File: src/rtl/types_pkg.sv
// Shared decode-stage types: opcodes, stall causes and the forwarding-select width helper.
package types_pkg;

    typedef enum logic [3:0] {
        NOP, ARITHM, LW, SW, BE, BLT, BGT, JMP, MULDIV
    } opcode_t;

    typedef enum logic [1:0] {
        SC_NONE, SC_LOAD_USE, SC_R0_BUSY, SC_MULDIV_BUSY
    } stall_cause_t;

    // Select code 0 is the register file, 1..depth name a tracked slot.
    function automatic int fwd_sel_w(input int depth);
        return $clog2(depth + 1);
    endfunction

    function automatic logic is_writer(input opcode_t op);
        return (op == ARITHM) || (op == LW);
    endfunction

    function automatic logic is_src_reader(input opcode_t op);
        return (op == ARITHM) || (op == SW) || (op == BE) || (op == BLT) || (op == BGT);
    endfunction

    function automatic logic is_r0_reader(input opcode_t op);
        return (op == BE) || (op == BLT) || (op == BGT);
    endfunction

endpackage

File: src/rtl/hazard_scoreboard_unit_slot.sv
// One in-flight producer slot: registers {valid, dst, is_load} and compares dst against each source.
module hazard_track_slot #(
    parameter int REG_AW  = 4,
    parameter int NUM_SRC = 2
) (
    input  logic                             clk,
    input  logic                             rst,
    input  logic                             in_vld,
    input  logic [REG_AW-1:0]                in_dst,
    input  logic                             in_ld,
    input  logic [NUM_SRC-1:0][REG_AW-1:0]   cmp_addr,
    output logic                             out_vld,
    output logic [REG_AW-1:0]                out_dst,
    output logic                             out_ld,
    output logic [NUM_SRC-1:0]               hit
);

    always_ff @(posedge clk) begin
        if (rst) begin
            out_vld <= 1'b0;
            out_dst <= '0;
            out_ld  <= 1'b0;
        end else begin
            out_vld <= in_vld;
            out_dst <= in_dst;
            out_ld  <= in_ld;
        end
    end

    always_comb begin
        hit = '0;
        for (int i = 0; i < NUM_SRC; i++)
            hit[i] = out_vld && (out_dst == cmp_addr[i]);
    end

endmodule

File: src/rtl/hazard_scoreboard_unit.sv
// ID-stage forwarding/stall unit with an internal producer shift register and MUL/DIV R0 tracker.
// Optional HAZARD_STATS_EN builds saturating stall/forward statistics counters.
module hazard_scoreboard_unit
    import types_pkg::*;
#(
    parameter  int REG_AW     = 4,
    parameter  int DEPTH      = 2,
    parameter  int NUM_SRC    = 2,
    parameter  int MULDIV_LAT = 4,
    localparam int FSW        = fwd_sel_w(DEPTH)
) (
    input  logic                            clk,
    input  logic                            rst,
    input  logic                            id_valid,
    input  opcode_t                         id_opcode,
    input  logic                            id_r0_wr,
    input  logic [NUM_SRC-1:0][REG_AW-1:0]  id_src,
    input  logic [REG_AW-1:0]               id_dst,
    input  logic                            flush,
    output logic [NUM_SRC-1:0][FSW-1:0]     fwd_sel,
    output logic [FSW-1:0]                  fwd_r0_sel,
    output logic                            stall,
    output logic [1:0]                      stall_cause,
    output logic [15:0]                     stat_stall_cnt,
    output logic [15:0]                     stat_fwd_cnt
);

    localparam int CW = $clog2(MULDIV_LAT + 1);

    // Index 0 is the entry offered by ID; index k is the output of slot k.
    logic [DEPTH:0]                  s_vld;
    logic [DEPTH:0]                  s_ld;
    logic [DEPTH:0][REG_AW-1:0]      s_dst;
    logic [DEPTH-1:0][NUM_SRC-1:0]   s_hit;
    logic                            unused_tail;

    logic [NUM_SRC-1:0][FSW-1:0]     pick;
    logic [NUM_SRC-1:0]              lu_vec;
    logic [CW-1:0]                   r0_cnt;
    logic [FSW-1:0]                  r0_age;
    logic                            r0_busy;
    logic                            src_rd, r0_rd;
    logic                            live, active, accept;
    logic                            c_lu, c_r0, c_md;

    assign src_rd  = is_src_reader(id_opcode);
    assign r0_rd   = is_r0_reader(id_opcode);
    assign r0_busy = (r0_cnt != '0);
    assign live    = id_valid & ~rst;
    assign active  = live & ~flush;
    assign accept  = active & ~stall;

    assign s_vld[0] = accept & is_writer(id_opcode);
    assign s_dst[0] = id_dst;
    assign s_ld[0]  = (id_opcode == LW);
    assign unused_tail = ^{s_dst, s_ld};

    for (genvar g = 1; g <= DEPTH; g++) begin : g_slot
        hazard_track_slot #(
            .REG_AW  (REG_AW),
            .NUM_SRC (NUM_SRC)
        ) u_slot (
            .clk      (clk),
            .rst      (rst),
            .in_vld   (s_vld[g-1]),
            .in_dst   (s_dst[g-1]),
            .in_ld    (s_ld[g-1]),
            .cmp_addr (id_src),
            .out_vld  (s_vld[g]),
            .out_dst  (s_dst[g]),
            .out_ld   (s_ld[g]),
            .hit      (s_hit[g-1])
        );
    end

    // Scan oldest to youngest so the youngest matching producer overwrites.
    always_comb begin
        pick   = '0;
        lu_vec = '0;
        for (int i = 0; i < NUM_SRC; i++) begin
            for (int k = DEPTH; k >= 1; k--)
                if (s_hit[k-1][i]) pick[i] = FSW'(k);
            lu_vec[i] = src_rd & s_hit[0][i] & s_ld[1];
        end
    end

    always_comb begin
        c_lu  = active & (|lu_vec);
        c_r0  = active & r0_rd & r0_busy;
        c_md  = active & id_r0_wr & r0_busy;
        stall = c_lu | c_r0 | c_md;
        if (c_lu)      stall_cause = SC_LOAD_USE;
        else if (c_r0) stall_cause = SC_R0_BUSY;
        else if (c_md) stall_cause = SC_MULDIV_BUSY;
        else           stall_cause = SC_NONE;
        fwd_sel = '0;
        for (int i = 0; i < NUM_SRC; i++)
            if (live & src_rd & ~lu_vec[i]) fwd_sel[i] = pick[i];
        fwd_r0_sel = (live & r0_rd & ~r0_busy) ? r0_age : '0;
    end

    // r0_age counts cycles since R0 became forwardable; 0 means "use the register file".
    always_ff @(posedge clk) begin
        if (rst) begin
            r0_cnt <= '0;
            r0_age <= '0;
        end else if (accept & id_r0_wr) begin
            r0_cnt <= CW'(MULDIV_LAT - 1);
            r0_age <= FSW'(MULDIV_LAT == 1 ? 1 : 0);
        end else begin
            if (r0_busy) r0_cnt <= r0_cnt - 1'b1;
            if (r0_cnt == CW'(1))
                r0_age <= FSW'(1);
            else if ((r0_age != '0) && (r0_age < FSW'(DEPTH)))
                r0_age <= r0_age + 1'b1;
            else
                r0_age <= '0;
        end
    end

`ifdef HAZARD_STATS_EN
    logic any_fwd;
    assign any_fwd = (|fwd_sel) | (|fwd_r0_sel);

    always_ff @(posedge clk) begin
        if (rst) begin
            stat_stall_cnt <= '0;
            stat_fwd_cnt   <= '0;
        end else begin
            if (stall && (stat_stall_cnt != 16'hFFFF))
                stat_stall_cnt <= stat_stall_cnt + 16'd1;
            if (accept && any_fwd && (stat_fwd_cnt != 16'hFFFF))
                stat_fwd_cnt <= stat_fwd_cnt + 16'd1;
        end
    end
`else
    assign stat_stall_cnt = 16'h0000;
    assign stat_fwd_cnt   = 16'h0000;
`endif

endmodule

File: config.mk
export PLATFORM = sky130hd
export DESIGN_NAME = hazard_scoreboard_unit
export DESIGN_NICKNAME = d
export VERILOG_FILES = /design/src/rtl/types_pkg.sv /design/src/rtl/hazard_scoreboard_unit_slot.sv /design/src/rtl/hazard_scoreboard_unit.sv
export SDC_FILE = /design/constraint.sdc
export NUM_CORES = 1
export LEC_CHECK = 0
export CORE_MARGIN = 1.5
export CORE_UTILIZATION = 42
export CTS_CLUSTER_DIAMETER = 120
export DETAILED_ROUTE_END_ITERATION = 8
export PLACE_DENSITY = 0.85
export SYNTH_ARGS = -nofsm -noshare
export SYNTH_HDL_FRONTEND = slang
export SYNTH_SLANG_ARGS = --single-unit
File: constraint.sdc
create_clock -name clk -period 3.2 [get_ports clk]
set_input_delay 0.8 -clock clk [delete_from_list [all_inputs] [get_ports clk]]
set_output_delay 0.8 -clock clk [all_outputs]
set_load 0.02 [all_outputs]
=== Word-level counts from Yosys, hierarchy flattened ===
Cells that the tools add are included.

* Flip-flop bits (word level): 16
* Input port bits: 21
* Output and inout port bits: 41
* Logic and storage cells: 83

* Add/sub/neg operators: 2
* Order comparisons: 1
* Equal/unequal tests: 11
* Muxes and demuxes: 14
* Bitwise operators: 28
* Reductions and logical operators: 18

{| class="wikitable"
|+ Operators by type and width
! cell !! number
|-
| 2-bit two-way mux || 12
|-
| 1-bit AND || 19
|-
| 4-bit == test || 4
|-
| 4-bit by 3-bit == test with 1-bit output (second input constant) || 3
|-
| 4-bit by 2-bit == test with 1-bit output (second input constant) || 2
|-
| 1-bit logical OR || 7
|-
| 1-bit inverter || 7
|-
| 1-bit logical AND || 5
|-
| 4-bit by 1-bit == test with 1-bit output (second input constant) || 1
|-
| 2-bit nonzero test || 2
|-
| 2-bit OR reduction || 2
|-
| 4-bit OR reduction || 1
|-
| 3-bit by 1-bit == test with 1-bit output (second input constant) || 1
|-
| 3-bit nonzero test || 1
|-
| 3-bit by 1-bit subtractor with 3-bit output (second input constant) || 1
|-
| 2-bit by 1-bit adder with 2-bit output (second input constant) || 1
|-
| 2-bit < comparator (second input constant) || 1
|-
| 1-bit two-way mux || 2
|-
| 1-bit bitwise OR || 2
|}

=== Logic depth before layout (Yosys ltp) ===
* Word-level depth: 15
* Mapped depth: 6
* Depth with buffers taken out: 6

=== Hierarchy ===
Synthesis repeated with hierarchy kept, for this count alone.

* Cells, all modules: 147
* Area, all modules: 1227.4 um2

{| class="wikitable"
|+ Modules (own cells, without submodules)
! module !! instances !! cells each !! area each (um2) !! sequential area each (um2)
|-
| hazard_scoreboard_unit || 1 || 93 || 691.9 || 100.1
|-
| hazard_track_slot || 2 || 27 || 267.8 || 120.1
|}

=== Worst setup path before layout ===
No wires, ideal clock.

* Kind: input to output
* Start point: input port id_valid
* End point: output port fwd_sel[2] in the netlist's numbering
* Arrival: 1887 ps
* Required time: 2400 ps
* Slack: 513 ps
* Stages on the path: 3
* Path through: nor2b_1 > nand3_1 > nor4_1

{| class="wikitable"
|+ RTL lines
! element !! line !! text
|-
| start: declaration || hazard_scoreboard_unit.sv:14 || <nowiki>input logic id_valid,</nowiki>
|-
| end: declaration || hazard_scoreboard_unit.sv:20 || <nowiki>output logic [NUM_SRC-1:0][FSW-1:0] fwd_sel,</nowiki>
|}

=== Worst setup path after layout ===
* Start point: input port id_src[3] in the netlist's numbering
* End point: output port stall_cause[0]

* Longest elaborated chain between the ends: 7

{| class="wikitable"
|+ RTL lines
! element !! line !! text
|-
| start: declaration || hazard_scoreboard_unit.sv:17 || <nowiki>input logic [NUM_SRC-1:0][REG_AW-1:0] id_src,</nowiki>
|-
| 4-bit == test || hazard_scoreboard_unit_slot.sv:33 || <nowiki>hit[i] = out_vld && (out_dst == cmp_addr[i]);</nowiki>
|-
| 1-bit logical AND || hazard_scoreboard_unit_slot.sv:33 ||
|-
| 1-bit AND (2 in a row) || hazard_scoreboard_unit.sv:83 || <nowiki>lu_vec[i] = src_rd & s_hit[0][i] & s_ld[1];</nowiki>
|-
| 2-bit OR reduction || hazard_scoreboard_unit.sv:88 || <nowiki>c_lu = active & (|lu_vec);</nowiki>
|-
| 1-bit AND || hazard_scoreboard_unit.sv:88 ||
|-
| 2-bit two-way mux || hazard_scoreboard_unit.sv:92 || <nowiki>if (c_lu) stall_cause = SC_LOAD_USE;</nowiki>
|-
| end: declaration || hazard_scoreboard_unit.sv:23 || <nowiki>output logic [1:0] stall_cause,</nowiki>
|}

No other way between the ends.

==> reports/qor.yml <==
io_buffer_count: 29
critPathMaxFanout: 3
ys_seq_area_frac: 0.274
ys_ff_latch: 16
drive_gt1_frac: 0.164
fp.coreArea_um2: 2540
fin_ws_ps: 92.6
first_pass_iters: 4
yosysMostFrequentCell: "buf_4"
nets: 215
setup_tns_ps: 0
crit_family: "compound AO/OA/AOI/OAI gates"
drt_iter0_drc: 28
rows: 18
p_per_area_nw_per_um2: 419
synth_common_cells: "32 x buf_4, 16 x dfxtp_1, 14 x xnor2_1"
status: "completed"
grt_pass1_vias: 941
cellLeakagePower_nw: 0.694
hold_violations: 0
synth_cells: 139
whs_ps: 507
io_pins: 62
rsz0062_at_grt: "false"
top_layer: "met4"
avgSynthCellArea_um2: 8.42
antenna_found_initial: 0
via_per_inst: 4.60
hp-class: "reg2reg"
numCtsBuffers: 3
crit_buf_inv: 3
async_flop_share: 0
cts.clk_slew.worst_paths_ps: 90
arrival_ps: 2310
cts_root_buffer: "clkbuf_4"
ir_worst_vdd_uv: 246
dr_wl_met3_um: 126
final_cells: 219
crit_chain: "dlygate4sd2_1 -> a222oi_1 -> nor3b_2 -> buf_4 -> o21ai_1 -> a21oi_1 -> buf_4"
synth_top_area_share: 0.274
fill_cells: 228
reg2reg_to: "r0_cnt[1]$_SDFFE_PP0P_"
dp.cells: 212
via_count: 1008
synth_cell_type_count: 36
worstRegToRegCells: 7
die_h_um: 55.8
wl_per_cell_um: 11.2
clockBufferDepth: 2
drt_wl_total_um: 2460
initial_core_util: 0.460
final.setup_skew_ps: 2.62
synth_area_um2: 1170
grt.total_usage: 0.150
worstReg2RegStart: "g_slot[1].u_slot.out_dst[3]$_SDFF_PP0_"
slowest_delay_ps: 380
holdPathStages: 1
die_x_um: 55.8
cp_common_cell: "buf_4"
die_area_um2: 3110
ys.flop_type: "dfxtp_1"
wl_met2_um: 1290
grt_pass1_wl_um: 3830
pre_cts_slack_ps: -490
min_to: "g_slot[2].u_slot.out_vld$_SDFF_PP0_"
numClockSinks: 16
min-delay-start: "g_slot[1].u_slot.out_vld$_SDFF_PP0_"
max_freq_mhz: 322
reg2reg_slack_ps: 1450
hpwl_um: 2030
wl_met1_um: 970
finalCritPeriodShare: 0.971
cts_tree: "yes"
synth_top_cell_by_area: "dfxtp_1"
ys.warnings.count: 0
crit_slowest_cell: "a222oi_1"
syn2layout_area_growth_pct: 29.4
critPathRequiredTime_ps: 2400
start_kind: "primary input"
clk_latency_ps: 290
endpoint_kind: "output port"
drc: 0
diodes: 0
slew_violations: 0
synth_edf_count: 0
postRouteAntennaNets: 0
grt_overflow_total: 0
grt_max_degree: 17
setup_viol: 0
drv_cap: 0
crit_type: "in2out"
h-tree-depth: 1
gp_congestion: 0.852
fin_crit_ps: 3110
synth_area_leaders: "dfxtp_1 27%, buf_4 21%, xnor2_1 10%"
==> logic make-up after synthesis <==
kind of cell	after synthesis	share of synthesized area
xor gates and xnor gates	15	0.112
adders and majority gates	4	0.0428
other	1	0.00321
buffers and inverters	40	0.231
AOI/OAI and AO/OA	13	0.0791
DFF	16	0.274
muxes	1	0.00856
and+or+nand+nor	49	0.249
==> per-stage QoR <==
| stage | power [mW] | cell area, µm² | utilization |
|---|---|---|---|
| 4_1_cts | 0.639 | 1540 | 0.603 |
| 6_report | 0.634 | 1510 | 0.595 |
| 3_5_place_dp | 0.510 | 1490 | 0.586 |
| 5_1_grt | 0.669 | 1510 | 0.595 |
| 3_3_place_gp | 0.491 | 1490 | 0.586 |
| 2_1_floorplan | 0.456 | 1290 | - |
==> metal layers <==
| metal | up-vias | track usage |
|---|---|---|
| met3 | 8 | 0.0233 |
| met2 | 39 | 0.279 |
| met4 | 0 | 0.0836 |
| met1 | 462 | 0.160 |
| li1 | 499 | - |
| met5 | - | 0 |
==> how the worst max path moves through the flow <==
stage	slack [ps]	cells past startpoint	end	from
after CTS	7	7	fwd_sel[1]	id_src[2]
after floorplan	510	3	fwd_sel[2]	id_valid
final	90	7	stall_cause[0]	id_src[3]
after detailed placement	-490	7	stall	id_src[1]
after global routing	60	7	stall_cause[0]	id_src[3]
after global placement	-360	6	stall_cause[0]	id_src[3]
==> repair_timing <==
item / CTS / global route
gates resized for setup: 18 / 11
setup endpoints to repair: 9 / 5
hold buffers: 0 / 0
pin swaps: 2 / 0
buffers inserted: 3 / 0
endpoints found under the hold margin: 0 / 0
==> cells in the final DEF, fill, tap and decap left out, drive strengths merged, types with 4 or more instances in the layout <==
master         synthesis  routed
buf                   32      20
clkbuf                 1       9
clkdlybuf4s50          0      17
conb                   1      32
dfxtp                 16      16
dlygate4sd2            0       6
ha                     4       4
inv                    7       7
nand2b                 4       4
nand3                  4       4
nor2                   7       7
nor2b                 13      13
xnor2                 14      14
==> flip-flops by register name, summed over array words and instances (netlist names) <==
name,count
g_slot.u_slot.out_dst,8
g_slot.u_slot.out_ld,1
g_slot.u_slot.out_vld,2
r0_age,2
r0_cnt,3
==> layout make-up <==
cell class	instances	area, µm²	share of cell area
multi-input combinational	114	696	0.460
clock buffer	4	36.3	0.0240
sequential	16	320	0.212
inverter	7	26.3	0.0174
tap	30	37.5	0.0248
timing repair buffer	48	398	0.263
==> report_power, final <==
group	leakage [nW]	switching (mW)	internal, mW
combinational	0.541	0.135	0.115
sequential	0.132	0.0240	0.227
clock	0.0210	0.0632	0.0693
total	0.694	0.223	0.411
No activity file was read; power rests on OpenSTA's default activity.
==> RTL edit, RTL diff (config.mk and constraints unchanged) <==
`REG_AW` is set to 4 in 2 places; all go to 3.
--- a/src/rtl/hazard_scoreboard_unit_slot.sv
+++ b/src/rtl/hazard_scoreboard_unit_slot.sv
@@ -1,5 +1,5 @@
 // One in-flight producer slot: registers {valid, dst, is_load} and compares dst against each source.
 module hazard_track_slot #(
-    parameter int REG_AW  = 4,
+    parameter int REG_AW  = 3,
     parameter int NUM_SRC = 2
 ) (
--- a/src/rtl/hazard_scoreboard_unit.sv
+++ b/src/rtl/hazard_scoreboard_unit.sv
@@ -4,5 +4,5 @@
     import types_pkg::*;
 #(
-    parameter  int REG_AW     = 4,
+    parameter  int REG_AW     = 3,
     parameter  int DEPTH      = 2,
     parameter  int NUM_SRC    = 2,
Interface: changed (resized id_dst and id_src); port bits go from 62 to 59. The function was not compared with the original's and may differ.
==> RTL edit against the original RTL <==
  * Largest power group is now combinational logic
  * Register-to-register slack gained 0.22 ns
  * Highest routed layer unchanged
  * Design area shrank 8.6%
  * Routed wire length shrank 5.5%
  * Critical path type unchanged
  * Largest cell class unchanged
  * Power shrank 5.1%
  * Setup slack lost 0.052 ns
  * Synthesized area shrank 7.9%
  * Sequential cell count shrank 2
==> RTL edit: results (changes against the original RTL) <==
outcome=complete, no violations; most instantiated cells after synthesis=33 x buf_4, 14 x dfxtp_1, 12 x xnor2_1, 9 x nor2_1, 9 x nor2b_1; Synth cell types=32 (-11%); Setup Skew=0.00516 ns (+0.00254 ns); CP top delay family=buffers and inverters; Post-CTS Setup Bufs=0 (-3); largest net degree at the start of global routing=18 (+1); vias in the first global route=824 (-12%); Final Non-Filler Cells=205 (-6.4%); total track usage=17.0% (+1.9 points); Flop+latch power=0.221 mW (-12%); Post-CTS Resized=19 (+1); R2R setup slack=1.67 ns (+0.22 ns); Starting DRT DRC Count=34 (+21%); top cells by area, synth=dfxtp_1 26%, buf_4 23%, xnor2_1 9.8%; RD Place Congestion=0.825 (-3.3%); peak supply drop=0.287 mV (+17%); sequential area share after synthesis=26.0% (-1.4 points); IO buf count=26 (-10%); reg-to-reg endpoint=r0_age[1]; via/cell ratio=4.67 (+1.5%); biggest regs=g_slot.u_slot.out_dst (6), r0_cnt (3); dpl hpwl=1.80 mm (-11%); Lkg Pwr=0.639 nW (-8.0%); Post-Place Cells=201 (-5.2%); Avg Cell Area, Syn=8.29 um2 (-1.5%); Net Sw Frac=37.0% (+1.8 points); proportion of layout cells with a drive suffix above 1=18.9% (+2.5 points); total wire length=2.32 mm (-5.5%); Worst path slowest cell=clkdlybuf4s50_1; first-pass GRT wire length=3.54 mm (-7.6%); Critical path origin=id_opcode[2]
RTL edit: cell types whose count changed in the layout (fill, tap and decap cells not counted), sizes merged, moves of 3 or more:
cell | before | now
nor2b | 13 | 9
nand2 | 3 | 6
o21ai | 3 | 0
a211oi | 0 | 3
clkbuf | 9 | 6
dlygate4sd2 | 6 | 1
nor3 | 2 | 6
RTL edit: logic make-up after synthesis:
kind of cell	count (synthesis)	synth area share, %
compound gates	11	7.90
xor+xnor	13	10.6
fa+ha+maj	4	4.65
buf+inv	39	25.2
flops	14	26.0
mux	1	0.929
other cells	1	0.348
simple gates	47	24.4
RTL edit: stage by stage:
stage / cell area (um2) / setup slack [ns] / setup TNS, ns
floorplan: 1190 / 0.496 / 0
global placement: 1370 / -0.412 / -2.43
detailed placement: 1370 / -0.431 / -2.78
CTS: 1410 / -0.121 / -0.121
global route: 1380 / 0.00185 / 0
finish: 1380 / 0.0408 / 0
RTL edit: how the worst min path moves through the flow:
stage,to,slack (ns),cells after the start
2_1_floorplan,g_slot[2].u_slot.out_vld,0.46,1
3_3_place_gp,g_slot[2].u_slot.out_vld,0.47,1
3_5_place_dp,g_slot[2].u_slot.out_vld,0.48,1
4_1_cts,g_slot[2].u_slot.out_vld,0.50,1
5_1_grt,g_slot[2].u_slot.out_dst[0],0.53,1
6_report,g_slot[2].u_slot.out_vld,0.51,1
RTL edit: cell type report:
cell class | count | area, um2
clock buffers | 4 | 36.3
multi-input cells | 108 | 647
inverters | 5 | 18.8
repair buffers | 44 | 364
fillers | 222 | 1070
flip-flops and latches | 14 | 280
well taps | 30 | 37.5
RTL edit: metal layers:
metal	wire [um]	up-vias	global-route usage, %
met4	27	0	8.12
met2	1180	63	29.0
met3	193	2	2.78
li1	-	458	-
met5	0	-	0
met1	923	435	20.5
